===== src/rtl/conff_pkg.sv =====
// Shared definitions for the conditional-branch (CON flip-flop) unit:
// condition-code encoding and handshake FSM state encoding.
package conff_pkg;

    // 3-bit condition field values decoded from the instruction register
    localparam logic [2:0] COND_NEVER   = 3'd0;
    localparam logic [2:0] COND_ALWAYS  = 3'd1;
    localparam logic [2:0] COND_ZERO    = 3'd2;
    localparam logic [2:0] COND_NONZERO = 3'd3;
    localparam logic [2:0] COND_PLUS    = 3'd4;
    localparam logic [2:0] COND_MINUS   = 3'd5;
    localparam logic [2:0] COND_POS     = 3'd6;
    localparam logic [2:0] COND_LE      = 3'd7;

    // Decision handshake: IDLE = nothing pending, VALID = decision awaiting ack
    typedef enum logic {
        IDLE  = 1'b0,
        VALID = 1'b1
    } state_t;

endpackage


===== src/rtl/conff_cond_eval.sv =====
// Combinational condition evaluator: tests a two's-complement operand
// against a 3-bit condition code and reports zero/negative status.
module conff_cond_eval
    import conff_pkg::*;
#(
    parameter int WIDTH = 32
) (
    input  logic [2:0]       c,
    input  logic [WIDTH-1:0] busin,
    output logic             result,
    output logic             zero,
    output logic             negative
);

    // Decode the condition against the operand's zero/sign status
    always_comb begin
        // NOTE: every output gets a default before the case so no path leaves it unassigned (no latch).
        result   = 1'b0;
        zero     = (busin == '0);
        negative = busin[WIDTH-1];
        case (c)
            COND_NEVER:   result = 1'b0;
            COND_ALWAYS:  result = 1'b1;
            COND_ZERO:    result = zero;
            COND_NONZERO: result = !zero;
            COND_PLUS:    result = !negative;
            COND_MINUS:   result = negative;
            COND_POS:     result = !zero && !negative;
            COND_LE:      result = zero || negative;
            default:      result = 1'b0;
        endcase
    end

endmodule


===== src/rtl/conff_unit.sv =====
// Conditional-branch unit: registers the branch decision on each evaluate
// strobe, tracks decision validity with an ack handshake, keeps sticky
// operand flags, detects overrun and counts evaluations/taken branches.
module conff_unit
    import conff_pkg::*;
#(
    parameter int WIDTH     = 32,
    parameter int IR_WIDTH  = 32,
    parameter int C2_LSB    = 0,
    parameter int CNT_WIDTH = 16
) (
    input  logic                 clk,
    input  logic                 reset,
    input  logic                 con_in,
    input  logic [WIDTH-1:0]     busin,
    input  logic [IR_WIDTH-1:0]  ir,
    input  logic                 con_ack,
    input  logic                 cnt_clear,
    output logic                 con_out,
    output logic                 con_valid,
    output logic                 flag_z,
    output logic                 flag_n,
    output logic                 overrun,
    output logic [CNT_WIDTH-1:0] eval_count,
    output logic [CNT_WIDTH-1:0] taken_count
);

    state_t     state;
    state_t     state_nxt;
    logic [2:0] cond;
    logic       eval_result;
    logic       eval_zero;
    logic       eval_neg;

    // Only the condition field of ir matters; the rest is consumed here on purpose.
    logic       unused_ir;
    assign unused_ir = ^ir;

    assign cond = ir[C2_LSB +: 3];

    conff_cond_eval #(
        .WIDTH (WIDTH)
    ) u_cond_eval (
        .c        (cond),
        .busin    (busin),
        .result   (eval_result),
        .zero     (eval_zero),
        .negative (eval_neg)
    );

    // Handshake state register
    always_ff @(posedge clk) begin
        // NOTE: sequential state uses non-blocking assignments so all flops update together at the edge.
        if (reset) state <= IDLE;
        else       state <= state_nxt;
    end

    // Handshake next-state: a new strobe always (re)arms VALID; ack alone retires it
    always_comb begin
        state_nxt = state;
        case (state)
            IDLE:    if (con_in) state_nxt = VALID;
            VALID:   if (con_ack && !con_in) state_nxt = IDLE;
            default: state_nxt = IDLE;
        endcase
    end

    // 1-bit enum decoded straight from the state flop, so still a register output
    assign con_valid = (state == VALID);

    // Decision and operand flags: load on strobe, hold otherwise
    always_ff @(posedge clk) begin
        if (reset) begin
            con_out <= 1'b0;
            flag_z  <= 1'b0;
            flag_n  <= 1'b0;
        end else if (con_in) begin
            con_out <= eval_result;
            flag_z  <= eval_zero;
            flag_n  <= eval_neg;
        end
    end

    // Sticky overrun: a strobe replaced a decision nobody acknowledged; clear wins over set
    always_ff @(posedge clk) begin
        if (reset || cnt_clear)                       overrun <= 1'b0;
        else if (state == VALID && con_in && !con_ack) overrun <= 1'b1;
    end

    // Saturating statistics counters; clear wins over increment
    always_ff @(posedge clk) begin
        if (reset || cnt_clear) begin
            eval_count  <= '0;
            taken_count <= '0;
        end else if (con_in) begin
            if (eval_count != '1)
                eval_count <= eval_count + CNT_WIDTH'(1);
            if (eval_result && taken_count != '1)
                taken_count <= taken_count + CNT_WIDTH'(1);
        end
    end

endmodule


===== config.mk =====
export PLATFORM = sky130hd
export DESIGN_NAME = conff_unit
export DESIGN_NICKNAME = d
export VERILOG_FILES = /design/src/rtl/conff_pkg.sv /design/src/rtl/conff_cond_eval.sv /design/src/rtl/conff_unit.sv
export SDC_FILE = /design/constraint.sdc
export NUM_CORES = 1
export LEC_CHECK = 0
export CORE_UTILIZATION = 35
export DETAILED_ROUTE_END_ITERATION = 16
export GPL_ROUTABILITY_DRIVEN = 0
export HOLD_SLACK_MARGIN = 0.03
export PLACE_DENSITY = 0.75
export SLEW_MARGIN = 25
export SYNTH_ARGS = -nofsm -noshare
export SYNTH_HDL_FRONTEND = slang
export SYNTH_HIERARCHICAL = 1
export SYNTH_SLANG_ARGS = --single-unit

===== constraint.sdc =====
create_clock -name clk -period 2.6 [get_ports clk]
set_input_delay 0.26 -clock clk [delete_from_list [all_inputs] [get_ports clk]]
set_output_delay 0.26 -clock clk [all_outputs]
set_load 0.02 [all_outputs]

==> results of run 1 <==
-- path summary, 6_finish.rpt --
kind / startpoint / to / slack, ns / cells after the start
setup / recovery: busin[24] / taken_count[12] / 0.11 / 12
hold / removal: busin[31] / flag_n / 0.36 / 4
setup reg to reg: eval_count[0] / eval_count[5] / 0.66 / 5
hold reg to reg: overrun / overrun / 0.49 / 2
-- metrics by stage --
step                setup slack [ns]  utilization [%]  hold WS, ns
floorplan                      0.471                -        0.332
global placement              -0.187             55.0        0.458
detailed placement            -0.267             55.0        0.465
CTS                           0.0511             57.4        0.495
global route                 -0.0392             59.0        0.393
finish                         0.107             59.0        0.358
-- worst min-delay path: stages --
cell and delay [ns]:
dlymetal6s2s_1 0.12, buf_4 0.12, mux2i_1 0.06, nor2_1 0.07
-- area by class of cell --
| class | count | area share, % |
|---|---|---|
| clock buffer | 6 | 2.69 |
| clock inverter | 2 | 1.22 |
| inverter | 4 | 0.489 |
| multi-input combinational | 182 | 39.3 |
| sequential | 37 | 24.1 |
| tap | 70 | 2.85 |
| timing repair buffer | 92 | 29.4 |
-- power by group through the flow --
stage | clock (W) | combinational, W | sequential [W]
after floorplan | 0 | 0.0000323 | 0.000593
after CTS | 0.000538 | 0.000128 | 0.000575
after global placement | 0 | 0.000125 | 0.000588
after global routing | 0.000560 | 0.000143 | 0.000576
after detailed placement | 0 | 0.000127 | 0.000588
final | 0.000529 | 0.000133 | 0.000575
-- sequential cells by signal, summed over array words and instances, names as in the netlist --
signal / cells
flag_n: 1
eval_count: 16
con_valid: 1
taken_count: 16
con_out: 1
overrun: 1
flag_z: 1
-- what timing repair did --
item / in CTS / in global routing
resized for setup: 0 / 19
buffers inserted: 0 / 1
endpoints found under the setup margin: 0 / 6
-- layer usage --
layer  GRT usage [%]  up-vias
met5               0        -
met4            4.62        0
met3            3.83        2
met2            31.0       72
met1            22.4     1043
li1                -     1093
-- placed cells by master, fill, tap and decap left out, types with 3 or more instances in the layout --
cell / instances
and2_1: 4
nor2_1: 16
nor4_2: 9
o31ai_1: 7
nor4_1: 3
nand2_1: 13
or3_1: 15
a21oi_1: 23
dlymetal6s2s_1: 8
inv_1: 4
or4_1: 5
o21ai_0: 13
clkdlybuf4s50_1: 68
nand3_1: 12
o41ai_1: 3
nor3_1: 6
mux2i_1: 3
buf_4: 16
clkbuf_8: 6
and4_1: 5
nand4_1: 10
dfxtp_1: 37
-- cells by family after synthesis --
group                    Yosys count  share of synthesized area (%)
adder cells (fa/ha/maj)            2                           1.29
AND/OR/NAND/NOR                  112                           35.4
multiplexers                       3                           1.55
AO/OA/AOI/OAI                     65                           21.1
buffers and inverters             11                           2.45
flip-flops                        37                           38.2
==> flow_summary.yaml, run 1 <==
power:
  p_per_area_mw_per_mm2: 403
  power_frac_comb_pct: 10.8
  p_int_w: 0.000964
  vdd_drop_max_mv: 0.331
  seqPwrFrac_pct: 46.5
  p_sw_share_pct: 22.1
  p_switching_w: 0.000273
  leakagePower_nw: 1.03
  power.share.clock_pct: 42.8
  power_w: 0.00124
cts:
  cts_root_buf: "clkbuf_8"
  cts_tree: "done"
  clkTransAtPathRegs_ns: 0.08
  cts_hold_buf: 0
  cts_buffer_depth: 2
  cts_inserted_buffers: 5
  cts_max_level: 2
  clock_latency_ns: 0.30
  clock_sinks: 37
logic_synthesis:
  synthFlopType: "dfxtp_1"
  yosysUniqueCellTypes: 44
  netlist_instances: 230
  synth-seq-cells: 37
  yosysWarningCount: 6
  synthArstFlopShare_pct: 0
  synth_commonest_cells: "dfxtp_1, a21oi_1, nor2_1"
  yosys.area.top_type_share_pct: 38.2
  synth.yosys.seq_area_share_pct: 38.2
  synth_most_common_cell: "dfxtp_1"
  syn_nets: 301
  syn_avg_cell_area_sq_um: 8.42
  synth-edff-count: 0
  netlist_area_sq_mm: 0.00194
  synth.area.top_cells: "dfxtp_1, a21oi_1, or3_1"
  synth_top_area_cell: "dfxtp_1"
floorplan:
  io_pins: 106
  core_region_area_sq_mm: 0.00520
  row_count: 26
  start_util_pct: 37.2
  dieWidth_um: 76.4
  fp.dieH_um: 76.4
  dieArea_sq_mm: 0.00584
sta:
  drv_slew: 0
  slew_headroom_pct: 51.8
  timing.fmax_ghz: 0.401
  period_share_pct: 95.9
  tns_ns: 0
  setup_viol: 0
  finalHoldViolCount: 0
  finalClockSkew_ns: 0.00664
  min_period_ns: 2.49
  worst_pin_slew_ns: 0.717
place:
  detailed_place_hpwl_um: 3840
  placedCellCount: 384
  port_buffers: 76
  placed_area_sq_mm: 0.00287
drt:
  wl_per_cell_um: 13.4
  ant_nets: 0
  top_layer_used: "met4"
  dr_wl_met2_um: 2620
  wl_um: 5250
  vias: 2210
  drtIter0Drc: 70
  drcViolationCount: 0
  route.layer.met1.wl_um: 2330
  first_pass_iters: 4
  vias_per_cell: 5.62
  met3_length_um: 286
grt:
  grt_max_degree: 29
  grtUsageTotal_pct: 17.9
  grt_pass1_vias: 1981
  antenna_found_initial: 0
  grt_pass1_wl_um: 8670
  gr-total-overflow: 0
setup_path:
  start_kind: "input port"
  crit_path_max_fanout: 4
  crit_path_cell_trace: "clkdlybuf4s50_1 > nor4_2 > nand4_1 > buf_4 > o32a_1 > or2_4 > buf_4 > and3_4 > buf_4 > nand4_1 > or3_1 > a21oi_1"
  cpMostUsedCell: "buf_4"
  critPathBufInv: 4
  critPathRequiredTime_ns: 2.76
  cp.arrival_ns: 2.65
  critPathTopFamily: "simple AND/OR/NAND/NOR gates"
  critPathMaxStageDelay_ns: 0.42
  end_kind: "flip-flop"
  worst_path_max_delay_cell: "clkdlybuf4s50_1"
  crit_type: "input port to flip-flop"
layout:
  multi_input_area_sq_mm: 0.00120
  regArea_sq_um: 741
  final_nets: 393
  drive_gt1_share_pct: 13.3
  fillers: 482
  final_area_sq_mm: 0.00307
  area_growth_pct: 58.5
  final_cells: 393
  num_antenna_cells: 0
status:
  outcome: "finished clean"
worst_hold_path:
  hold_path.class: "input port to flip-flop"
job:
  cap_violations: 0
Note: power is estimated with default switching activity, not from simulation.
==> inputs of run 2 (changes only) <==
ABC_CLOCK_PERIOD_IN_PS = 2600   (was not set)
==> results of run 2 <==
The final DEF is identical to that of run 1; final timing and power are the same.
==> inputs of run 3 (changes only) <==
ABC_CLOCK_PERIOD_IN_PS = 3000   (was 2600)
PLACE_DENSITY = 0.76   (was 0.75)
SKIP_CTS_REPAIR_TIMING = 1   (was not set)
SYNTH_HIERARCHICAL = not set   (was 1)
clock period = 3 ns   (was 2.6 ns; I/O delays follow)
==> flow_summary.yaml, run 3 <==
logic_synthesis:
  syn_nets: 283
  netlist_instances: 212
  yosysUniqueCellTypes: 48
  yosys.area.top_type_share_pct: 39.7
  yosysWarningCount: 0
  syn_avg_cell_area_sq_um: 8.79
  synth-seq-cells: 37
  synth_top_area_cell: "dfxtp_1"
  synth_commonest_cells: "dfxtp_1, nor2_1, nand2_1"
  synth_most_common_cell: "dfxtp_1"
  synthArstFlopShare_pct: 0
  synth.area.top_cells: "dfxtp_1, nor2_1, xor2_1"
  synthFlopType: "dfxtp_1"
  synth-edff-count: 0
  synth.yosys.seq_area_share_pct: 39.7
  netlist_area_sq_mm: 0.00186
sta:
  period_share_pct: 84.4
  slew_headroom_pct: 58.6
  tns_ns: 0
  rsz0062_at_grt: "no"
  timing.fmax_ghz: 0.395
  finalHoldViolCount: 0
  finalClockSkew_ns: 0.00899
  drv_slew: 0
  worst_pin_slew_ns: 0.622
  min_period_ns: 2.53
  setup_viol: 0
grt:
  grt_pass1_vias: 1658
  antenna_found_initial: 0
  grt_pass1_wl_um: 7230
  gr-total-overflow: 0
  grt_max_degree: 33
  grtUsageTotal_pct: 16.9
power:
  leakagePower_nw: 0.921
  power_w: 0.00103
  p_per_area_mw_per_mm2: 369
  vdd_drop_max_mv: 0.187
status:
  outcome: "finished clean"
layout:
  fillers: 487
  num_antenna_cells: 0
  area_growth_pct: 50.0
  layout_commonest_cell: "clkdlybuf4s50_1"
  final_nets: 361
  final_cell_mix: "clkdlybuf4s50_1, dfxtp_1, nor2_1, nand2_1, nand3_1"
  drive_gt1_share_pct: 8.28
  reg.largest.list: "eval_count: 16 flops, taken_count: 16 flops"
drt:
  vias: 1866
  wl_per_cell_um: 12.5
  drtIter0Drc: 104
  wl_um: 4510
  ant_nets: 0
  vias_per_cell: 5.18
  first_pass_iters: 4
  drcViolationCount: 0
floorplan:
  io_pins: 106
  fp.dieH_um: 75.0
  start_util_pct: 36.5
  core_region_area_sq_mm: 0.00511
  dieArea_sq_mm: 0.00562
  dieWidth_um: 75.0
  row_count: 26
cts:
  cts_max_level: 2
  clock_sinks: 37
  cts_root_buf: "clkbuf_8"
  clock_latency_ns: 0.30
  cts_inserted_buffers: 5
  cts_tree: "done"
  clkTransAtPathRegs_ns: 0.07
  cts_buffer_depth: 2
place:
  port_buffers: 76
  detailed_place_hpwl_um: 3390
setup_path:
  critPathBufInv: 1
  end_kind: "flip-flop"
  critPathTopFamily: "simple AND/OR/NAND/NOR gates"
  crit_path_max_fanout: 10
  crit_path_cell_trace: "clkdlybuf4s50_1 > nor4_1 > and4_2 > a31oi_4 > or3_1 > or4_1 > a21oi_1"
  critPathMaxStageDelay_ns: 0.56
  worst_path_max_delay_cell: "or3_1"
  start_kind: "input port"
  crit_type: "input port to flip-flop"
  critPathRequiredTime_ns: 3.22
  cp.arrival_ns: 2.75
worst_hold_path:
  hold_path.class: "flip-flop to flip-flop"
job:
  cap_violations: 0
==> run 3: power breakdown <==
group / leakage [nW] / switching (W) / total, W / internal (W)
clock network: 0.0540 / 0.000178 / 0.000419 / 0.000242
registers: 0.299 / 0.00000347 / 0.000499 / 0.000495
logic: 0.568 / 0.0000468 / 0.000113 / 0.0000666
total: 0.921 / 0.000228 / 0.00103 / 0.000804
==> run 3: cell type report <==
type                            count  area [sq um]  share of cell area, %
Multi-Input combinational cell    165          1070                   38.4
Timing Repair Buffer               79           783                   28.0
Sequential cell                    37           741                   26.5
Tap cell                           70          87.6                   3.13
Clock buffer                        5          68.8                   2.46
Clock inverter                      2          35.0                   1.25
Inverter                            2          7.51                  0.268
==> run 3: kinds of logic (layout without fill, tap and decap cells) <==
kind of cell | count (synthesis) | after routing | synth area share, %
xor gates and xnor gates | 18 | 18 | 8.46
DFF | 37 | 37 | 39.7
muxes | 2 | 2 | 1.07
adders and majority gates | 2 | 2 | 1.34
AOI/OAI and AO/OA | 35 | 35 | 13.6
and+or+nand+nor | 108 | 108 | 33.2
buffers and inverters | 10 | 88 | 2.68
==> run 3: worst paths after layout <==
| kind | startpoint | endpoint | slack, ns | cells past startpoint |
|---|---|---|---|---|
| min reg2reg | flag_z | flag_z | 0.48 | 2 |
| max reg2reg | taken_count[4] | taken_count[9] | 0.74 | 6 |
| min | flag_z | flag_z | 0.48 | 2 |
| max | busin[31] | taken_count[9] | 0.47 | 7 |
==> run 3: layer usage <==
layer | up-vias | GRT usage [%] | share of wire (%)
met5 | - | 0 | 0
met2 | 49 | 27.6 | 47
li1 | 943 | - | -
met4 | 0 | 7.55 | 1.8
met1 | 867 | 20.7 | 45
met3 | 7 | 4.69 | 6.2
==> run 3: through the flow <==
step                      instances  hold slack (ns)  area, sq um  utilization, %  worst slack, ns
after global routing            360            0.508         2800            54.8            0.301
after detailed placement        353            0.461         2690            52.7            0.193
after floorplan                 212            0.369         1860               -            0.870
final                           360            0.482         2800            54.8            0.470
after global placement          353            0.461         2690            52.7            0.210
after CTS                       360            0.486         2800            54.8            0.485
==> run 3: worst register-to-register path: stages (launching register included) <==
cell	delay [ns]
dfxtp_1	0.45
and4_1	0.29
nand3_1	0.20
o31ai_2	0.57
or3_1	0.39
or4_1	0.17
a21oi_1	0.06
